## config.mk

```make
export PLATFORM = sky130hd
export DESIGN_NAME = sort_arbiter
export DESIGN_NICKNAME = d
export VERILOG_FILES = /design/src/rtl/sort_arb_pkg.sv /design/src/rtl/rr_arbiter.sv /design/src/rtl/sort_arbiter.sv
export SDC_FILE = /design/constraint.sdc
export NUM_CORES = 1
export LEC_CHECK = 0
export CAP_MARGIN = 25
export CELL_PAD_IN_SITES_DETAIL_PLACEMENT = 1
export CELL_PAD_IN_SITES_GLOBAL_PLACEMENT = 1
export CORE_AREA = 2 2 697 699
export CTS_CLUSTER_DIAMETER = 60
export DETAILED_ROUTE_END_ITERATION = 10
export DIE_AREA = 0 0 699 701
export PLACE_DENSITY_LB_ADDON = 0.1
export SLEW_MARGIN = 20
export SYNTH_ARGS = -nofsm -noshare
export SYNTH_HDL_FRONTEND = slang
export SYNTH_HIERARCHICAL = 1
export SYNTH_SLANG_ARGS = --single-unit
```

## constraint.sdc

```tcl
create_clock -name clk -period 3.57 [get_ports clk]
set_clock_uncertainty 0.1 [all_clocks]
set_input_delay 1.071 -clock clk [delete_from_list [all_inputs] [get_ports clk]]
set_output_delay 1.071 -clock clk [all_outputs]
set_load 0.1 [all_outputs]
```

## src/rtl/sort_arb_pkg.sv

```systemverilog
// Shared types and constants for the sort_arbiter block: FSM state encoding,
// id-width helper and the default watchdog limit.
package sort_arb_pkg;

  typedef enum logic [2:0] {
    IDLE  = 3'd0,
    GRANT = 3'd1,
    START = 3'd2,
    BUSY  = 3'd3,
    RESP  = 3'd4
  } arb_state_e;

  localparam int DEFAULT_TIMEOUT_CYCLES = 1024;

  // Width of a requester index; never narrower than one bit.
  function automatic int id_width(input int num_req);
    return (num_req > 1) ? $clog2(num_req) : 1;
  endfunction

endpackage

```

## src/rtl/rr_arbiter.sv

```systemverilog
// Combinational round-robin pick: first requester set in req, searching
// cyclically from last_grant+1. The caller owns the registered pointer.
module rr_arbiter
  import sort_arb_pkg::*;
#(
  parameter int NUM_REQ  = 4,
  parameter int ID_WIDTH = id_width(NUM_REQ)
) (
  input  logic [NUM_REQ-1:0]  req,
  input  logic [ID_WIDTH-1:0] last_grant,
  output logic [NUM_REQ-1:0]  grant,
  output logic [ID_WIDTH-1:0] grant_idx,
  output logic                any_req
);

  logic [ID_WIDTH-1:0] idx_s;
  logic                found_s;
  logic                take_s;

  // Rotating priority search; the winner is the first hit after last_grant.
  always_comb begin
    grant     = '0;
    grant_idx = '0;
    idx_s     = '0;
    found_s   = 1'b0;
    take_s    = 1'b0;
    for (int k = 1; k <= NUM_REQ; k++) begin
      idx_s            = ID_WIDTH'((int'(last_grant) + k) % NUM_REQ);
      take_s           = req[idx_s] & ~found_s;
      grant[idx_s]     = take_s;
      grant_idx        = take_s ? idx_s : grant_idx;
      found_s          = found_s | take_s;
    end
    any_req = |req;
  end

endmodule

```

## src/rtl/sort_arbiter.sv

```systemverilog
// Round-robin front end sharing one sorter among NUM_REQ requesters.
// Optional watchdog on the sort is enabled by defining SORT_ARB_TIMEOUT_EN.
module sort_arbiter
  import sort_arb_pkg::*;
#(
  parameter int DATA_WIDTH     = 32,
  parameter int LENGTH         = 8,
  parameter int NUM_REQ        = 4,
  parameter int TIMEOUT_CYCLES = DEFAULT_TIMEOUT_CYCLES,
  localparam int ID_WIDTH      = id_width(NUM_REQ),
  localparam int VEC_W         = LENGTH * DATA_WIDTH
) (
  input  logic                       clk,
  input  logic                       rst_n,
  input  logic [NUM_REQ-1:0]         req_valid,
  output logic [NUM_REQ-1:0]         req_ready,
  input  logic [NUM_REQ*VEC_W-1:0]   req_data,
  input  logic [NUM_REQ-1:0]         req_order,
  output logic                       resp_valid,
  input  logic                       resp_ready,
  output logic [ID_WIDTH-1:0]        resp_id,
  output logic [VEC_W-1:0]           resp_data,
  output logic                       resp_err,
  output logic                       busy,
  output logic [VEC_W-1:0]           srt_data_in,
  output logic                       srt_sort_en,
  output logic                       srt_sort_order,
  input  logic [VEC_W-1:0]           srt_data_sorted,
  input  logic                       srt_sort_done
);

  if (NUM_REQ < 2 || TIMEOUT_CYCLES < 1) begin : g_bad_param
    $error("sort_arbiter: NUM_REQ must be >= 2 and TIMEOUT_CYCLES >= 1");
  end

  arb_state_e          state_r;
  arb_state_e          next_state_s;
  logic [ID_WIDTH-1:0] last_grant_r;
  logic [NUM_REQ-1:0]  grant_r;
  logic [ID_WIDTH-1:0] grant_idx_r;
  logic [VEC_W-1:0]    job_data_r;
  logic                job_order_r;
  logic [ID_WIDTH-1:0] resp_id_r;
  logic [VEC_W-1:0]    resp_data_r;
  logic                resp_err_r;
  logic [NUM_REQ-1:0]  arb_grant_s;
  logic [ID_WIDTH-1:0] arb_idx_s;
  logic                arb_any_s;
  logic                timeout_s;
  logic [VEC_W-1:0]    req_vec_s [NUM_REQ];

  for (genvar i = 0; i < NUM_REQ; i++) begin : g_req_vec
    assign req_vec_s[i] = req_data[i*VEC_W +: VEC_W];
  end

  rr_arbiter #(
    .NUM_REQ  (NUM_REQ),
    .ID_WIDTH (ID_WIDTH)
  ) u_rr_arbiter (
    .req        (req_valid),
    .last_grant (last_grant_r),
    .grant      (arb_grant_s),
    .grant_idx  (arb_idx_s),
    .any_req    (arb_any_s)
  );

`ifdef SORT_ARB_TIMEOUT_EN
  localparam int TO_W = $clog2(TIMEOUT_CYCLES + 1);
  logic [TO_W-1:0] to_cnt_r;

  // Watchdog counts BUSY cycles; cleared while START so it begins at zero.
  always_ff @(posedge clk or negedge rst_n) begin
    if (!rst_n) begin
      to_cnt_r <= '0;
    end else if (state_r == START) begin
      to_cnt_r <= '0;
    end else if (state_r == BUSY && to_cnt_r != TO_W'(TIMEOUT_CYCLES)) begin
      to_cnt_r <= to_cnt_r + TO_W'(1);
    end else begin
      to_cnt_r <= to_cnt_r;
    end
  end

  // Fires on the BUSY cycle in which the count reaches TIMEOUT_CYCLES.
  assign timeout_s = (state_r == BUSY) && (to_cnt_r == TO_W'(TIMEOUT_CYCLES - 1));
`else
  assign timeout_s = 1'b0;
`endif

  // State register.
  always_ff @(posedge clk or negedge rst_n) begin
    if (!rst_n) begin
      state_r <= IDLE;
    end else begin
      state_r <= next_state_s;
    end
  end

  // Next-state logic; a completed sort wins over a simultaneous timeout.
  always_comb begin
    next_state_s = state_r;
    case (state_r)
      IDLE:    next_state_s = arb_any_s ? GRANT : IDLE;
      GRANT:   next_state_s = START;
      START:   next_state_s = BUSY;
      BUSY: begin
        if (srt_sort_done || timeout_s) begin
          next_state_s = RESP;
        end else begin
          next_state_s = BUSY;
        end
      end
      RESP:    next_state_s = resp_ready ? IDLE : RESP;
      default: next_state_s = IDLE;
    endcase
  end

  // Control outputs decoded from the registered state.
  always_comb begin
    req_ready   = '0;
    srt_sort_en = 1'b0;
    resp_valid  = 1'b0;
    busy        = 1'b1;
    case (state_r)
      IDLE:    busy        = 1'b0;
      GRANT:   req_ready   = grant_r;
      START:   srt_sort_en = 1'b1;
      BUSY:    busy        = 1'b1;
      RESP:    resp_valid  = 1'b1;
      default: busy        = 1'b0;
    endcase
  end

  // Grant capture, rotating pointer and job register.
  always_ff @(posedge clk or negedge rst_n) begin
    if (!rst_n) begin
      grant_r      <= '0;
      grant_idx_r  <= '0;
      last_grant_r <= ID_WIDTH'(NUM_REQ - 1);
      job_data_r   <= '0;
      job_order_r  <= 1'b0;
    end else if (state_r == IDLE) begin
      grant_r      <= arb_grant_s;
      grant_idx_r  <= arb_idx_s;
    end else if (state_r == GRANT) begin
      last_grant_r <= grant_idx_r;
      job_data_r   <= req_vec_s[grant_idx_r];
      job_order_r  <= req_order[grant_idx_r];
    end else begin
      grant_r      <= grant_r;
    end
  end

  // Result capture; sorter done is only honoured while BUSY.
  always_ff @(posedge clk or negedge rst_n) begin
    if (!rst_n) begin
      resp_id_r   <= '0;
      resp_data_r <= '0;
      resp_err_r  <= 1'b0;
    end else if (state_r == BUSY && srt_sort_done) begin
      resp_id_r   <= grant_idx_r;
      resp_data_r <= srt_data_sorted;
      resp_err_r  <= 1'b0;
    end else if (timeout_s) begin
      resp_id_r   <= grant_idx_r;
      resp_data_r <= '0;
      resp_err_r  <= 1'b1;
    end else begin
      resp_err_r  <= resp_err_r;
    end
  end

  assign srt_data_in    = job_data_r;
  assign srt_sort_order = job_order_r;
  assign resp_id        = resp_id_r;
  assign resp_data      = resp_data_r;
  assign resp_err       = resp_err_r;

endmodule

```

After elaboration in Yosys (flattened, before gate mapping)
Cells that the tools add are included.
- $add $sub $neg: 4
- $lt $le $gt $ge: 10
- equal/unequal tests: 4
- mux-type cells: 36
- bitwise gates (word level): 11
- reduce and logical (&&, ||, !) cells: 9
- operators by type and width (kind ; number):
    256-bit binary-select mux with 2-bit select ; 1
    256-bit 2-to-1 mux ; 2
    2-bit by 3-bit less-than comparator with 1-bit output, second input constant ; 5
    3-bit one-hot mux with 5 select lines ; 1
    1-bit 2-to-1 mux ; 13
    4-bit bitwise mux ; 3
    1-bit binary-select mux with 2-bit select ; 5
    1-bit demux with 2-bit select ; 4
    2-bit by 1-bit >= comparator with 1-bit output, second input constant ; 4
    2-bit 2-to-1 mux ; 4
    4-bit OR reduction ; 2
    3-bit by 2-bit equality test with 1-bit output, second input constant ; 2
    3-bit 2-to-1 mux ; 2
    1-bit logical AND ; 5
    2-bit by 1-bit adder with 2-bit output, second input constant ; 2
    2-bit adder, second input constant ; 2
    4-bit bitwise AND ; 1
    4-bit 2-to-1 mux ; 1
    1-bit NOT ; 4
    1-bit bitwise AND ; 3
    3-bit by 1-bit equality test with 1-bit output, second input constant ; 1
    3-bit equality test, second input constant ; 1
    3-bit >= comparator, second input constant ; 1
    3-bit logical NOT ; 1
    other kinds (3) ; 4
- register bits: 526
- bits of input ports: 1292
- word-level logic and storage cells: 82

Logic depth before layout (Yosys ltp)
- depth in word-level cells: 12
- gate-level depth with buffers: 10

Modules after synthesis
The synthesis kept the hierarchy.
- modules (own cells, without submodules) (module ; times used ; cells an instance ; area each (sq um) ; sequential area each (sq um)):
    sort_arbiter ; 1 ; 1444 ; 25747.2 ; 13165.1
    rr_arbiter ; 1 ; 70 ; 605.6 ; 0.0

Worst setup path after synthesis
Ideal clock, no wire load.
- kind: register to output
- start point: register state_r[1]
- end point: output srt_sort_en
- data arrival time: 2.730 ns
- data required time: 2.399 ns
- path slack: -0.331 ns
- cell stages (with the launch flop): 3
- path buffers: 1
- path through: dfrtp_1 > buf_2 > nor3b_1
- longest elaborated chain between the ends: 2
- ends and longest elaborated chain (element ; line ; RTL):
    start: declaration ; sort_arbiter.sv:36 ; arb_state_e state_r;
    start signal: assignment ; sort_arbiter.sv:95 ; state_r <= next_state_s;
    3-bit by 2-bit equality test with 1-bit output ; sort_arbiter.sv:124 ; case (state_r)
    1-bit 2-to-1 mux ; sort_arbiter.sv:124 ;
    end: declaration ; sort_arbiter.sv:26 ; output logic srt_sort_en,
Every way passes these cells.

Worst setup path in the final report
- start point: register state_r[2]
- end point: output req_ready[2]
- longest elaborated chain between the ends: 2
- ends and longest elaborated chain (element ; line ; RTL):
    3-bit by 1-bit equality test with 1-bit output ; sort_arbiter.sv:124 ;
    4-bit 2-to-1 mux ; sort_arbiter.sv:124 ;
    end: declaration ; sort_arbiter.sv:16 ; output logic [NUM_REQ-1:0] req_ready,
Every way passes these cells.

==> impl_metrics.py <==
metrics = {
    "final_layout": {
        "post_route_insts_no_fill": 10027,
        "net_count_of_the_finished_layout": 4734,
        "post_route_cells_drive_above_1_share_pct": 46.6,
        "final_cell_mix": "sky130_fd_sc_hd__clkdlybuf4s50_1, sky130_fd_sc_hd__buf_4, sky130_fd_sc_hd__mux2_2",
        "area_added_between_synthesis_and_finish_pct": 115,
        "layout_commonest_cell": "sky130_fd_sc_hd__clkdlybuf4s50_1",
    },
    "floorplan": {
        "fp.dieArea_sq_um": 490000,
        "placeableCoreArea_sq_um": 482000,
        "io_pins": 1815,
        "floorplan.initialDensity_pct": 5.47,
        "die_boundary_width_um": 699,
        "num_rows": 255,
        "die_height_um": 701,
    },
    "clocking": {
        "clk_pin_slew_ns": 0.05,
        "cts_made_buffers": 144,
        "htree_num_levels": 4,
        "ctsRootBufferMaster": "sky130_fd_sc_hd__clkbuf_16",
        "cts_sinks": 526,
        "clock_path_buffers": 4,
        "tritoncts": "yes",
        "insertion_delay_ns": 0.86,
    },
    "sta": {
        "pin_slew_with_the_least_headroom_to_its_limit_ns": 0.873,
        "hold_slack_ns": 0.212,
        "worst_slack_ns": 0.191,
        "final_period_minus_worst_setup_slack_ns": 3.38,
        "grt_setup_unrepaired": "no",
        "final_total_negative_setup_slack_ns": 0,
        "achievable-frequency_ghz": 0.296,
        "maxSlewHeadroom_pct": 42.2,
        "final_max_slew_viol_count": 0,
        "timing.final.setup_violations": 0,
        "timing_hold_violations_final": 0,
        "timing.final.crit_share_pct": 94.6,
    },
    "global_routing": {
        "grt_util_all_layers_pct": 12.6,
        "largest_net_degree_at_the_start_of_global_routing": 71,
        "antenna_violations_before_repair": 274,
        "via_count_of_the_first_global_routing_pass": 26657,
        "overflow": 0,
        "grt_first_pass_wirelength_um": 387000,
    },
    "placement": {
        "dpl.hpwl_um": 282000,
        "placement.setup.worst_slack_ns": 0.152,
        "total_placed_cells_including_tap_cells": 9711,
        "place.gp.congestion": 0.874,
        "buffer_ports.inserted": 1813,
    },
    "worst_setup_path": {
        "cp_cell_sequence": "nor3b_4 -> buf_8 -> and2_1 -> buf_12",
        "cpPeakStageDelay_ns": 0.50,
        "timing.critical_path.to_type": "primary output",
        "cpMaxStageDelayCell": "sky130_fd_sc_hd__dfrtp_2",
        "r2r_cells": 7,
        "path_buf_inv": 2,
        "worstPathArrival_ns": 2.21,
        "crit_type": "reg -> out",
        "crit_family": "flip-flops",
        "critPathRequiredTime_ns": 2.40,
        "critical_path.startpoint_type": "flip-flop",
        "path_max_fanout": 8,
        "worst-path-stages": 4,
    },
    "synthesis": {
        "synth_area_per_cell_sq_um": 17.4,
        "ys.flop_type": "sky130_fd_sc_hd__dfrtp_1",
        "ys.warnings.count": 6,
        "syn-instance-count": 1514,
        "postSynthNetCount": 2814,
        "synth_enable_flop_cells": 0,
        "ys_types": 46,
        "ys_seq_elements": 526,
        "ys_seq_area_share_pct": 50.0,
        "synth_async_sr_flop_share_pct": 100,
        "synthesis.area_sq_um": 26400,
    },
    "status": {
        "result_of_the_run": "completed",
    },
    "pwr": {
        "p_per_area_nw_per_um2": 1290,
        "vdd_drop_max_mv": 0.459,
        "fin_total_pwr_w": 0.0732,
        "p_leak_nw": 20.7,
    },
    "drt": {
        "detail_route.wl_per_cell_um": 31.8,
        "firstDrtPassIters": 5,
        "vias": 24767,
        "detail_route.iter0.violations": 1301,
        "drt_drc_violations_left": 0,
        "drt_wl_total_um": 319000,
        "ant_nets": 0,
        "vias_per_cell": 2.47,
    },
    "job": {
        "cap_violations": 0,
    },
    "hold_path": {
        "timing.hold.worst.class": "in -> async",
    },
}
cell families (layout without fill, tap and decap cells):
family	count (synthesis)	in the layout	synth area share (%)
AND/OR/NAND/NOR	32	32	0.864
flip-flops	526	526	50.0
AO/OA/AOI/OAI	26	26	0.850
other	1	61	0.0142
XOR/XNOR	1	1	0.0332
multiplexers	786	786	44.6
adder cells (fa/ha/maj)	8	8	0.380
buffers and inverters	134	2162	3.25
power by group:
part	internal (W)	total [W]	switching, W
clock network	0.00953	0.0143	0.00474
logic	0.0119	0.0471	0.0352
registers	0.00916	0.0117	0.00258
total	0.0306	0.0732	0.0426
cell usage after synthesis (2+ instances only):
master	count	area (sq um)
sky130_fd_sc_hd__a311o_1	4	40.0
sky130_fd_sc_hd__a221oi_1	4	35.0
sky130_fd_sc_hd__a311oi_1	2	17.5
sky130_fd_sc_hd__and2_1	4	25.0
sky130_fd_sc_hd__nor3b_1	2	15.0
sky130_fd_sc_hd__a21oi_1	2	10.0
sky130_fd_sc_hd__buf_1	5	18.8
sky130_fd_sc_hd__nor2_1	9	33.8
sky130_fd_sc_hd__dfstp_2	2	52.6
sky130_fd_sc_hd__buf_2	76	380
sky130_fd_sc_hd__clkbuf_1	9	33.8
sky130_fd_sc_hd__buf_4	4	30.0
sky130_fd_sc_hd__buf_6	31	349
sky130_fd_sc_hd__nor3_1	3	15.0
sky130_fd_sc_hd__nor4_1	2	12.5
sky130_fd_sc_hd__mux4_2	259	5830
sky130_fd_sc_hd__dfrtp_1	524	13100
sky130_fd_sc_hd__mux2_2	526	5920
sky130_fd_sc_hd__inv_1	8	30.0
sky130_fd_sc_hd__a31oi_1	5	31.3
sky130_fd_sc_hd__ha_1	8	100
path summary, 6_finish.rpt:
kind | startpoint | to | slack [ns]
hold reg to reg | srt_data_in[43]$_DFFE_PN0P_ | srt_data_in[43]$_DFFE_PN0P_ | 0.40
setup reg to reg | last_grant_r[1]$_DFFE_PN1P_ | grant_r[2]$_DFFE_PN0N_ | 0.51
setup / recovery | state_r[2]$_DFF_PN0_ | req_ready[2] | 0.19
max in group asynchronous | rst_n | srt_data_in[194]$_DFFE_PN0P_ | 2.16
hold / removal | rst_n | srt_data_in[151]$_DFFE_PN0P_ | 0.21
min in group clk | srt_data_in[43]$_DFFE_PN0P_ | srt_data_in[43]$_DFFE_PN0P_ | 0.40
flip-flops by register name, indices dropped and copies added, names as in the netlist:
name,cells
resp_data,256
srt_data_in,256
grant_r,4
state_r,3
grant_idx_r,2
last_grant_r,2
resp_id,2
srt_sort_order,1
repair_timing:
action	4_1_cts	5_1_grt
resized for setup	4	0
hold buffers	0	0
buffers inserted	2	0
endpoints found under the setup margin	5	0
metal layers:
layer  track usage [%]  part of all wire (%)
met1              16.0                    43
met2              20.4                    46
met3              5.04                   9.2
met4              1.92                   1.8
met5                 0                  0.21
layout make-up:
type,count,area [sq um]
well taps,6425,8040
fillers,55310,425000
repair buffers,1900,17800
multi-input cells,854,12400
inverters,8,30.0
flip-flops and latches,526,13200
clock inverters,74,1130
clock buffers,180,3940
diodes,60,150
stage by stage:
step | utilization (%) | cell area [sq um]
after floorplan | - | 26400
after global placement | 10.7 | 51400
after detailed placement | 10.7 | 51400
after CTS | 11.7 | 56500
after global routing | 11.7 | 56500
final | 11.8 | 56600
Note: power is estimated with default switching activity, not from simulation.
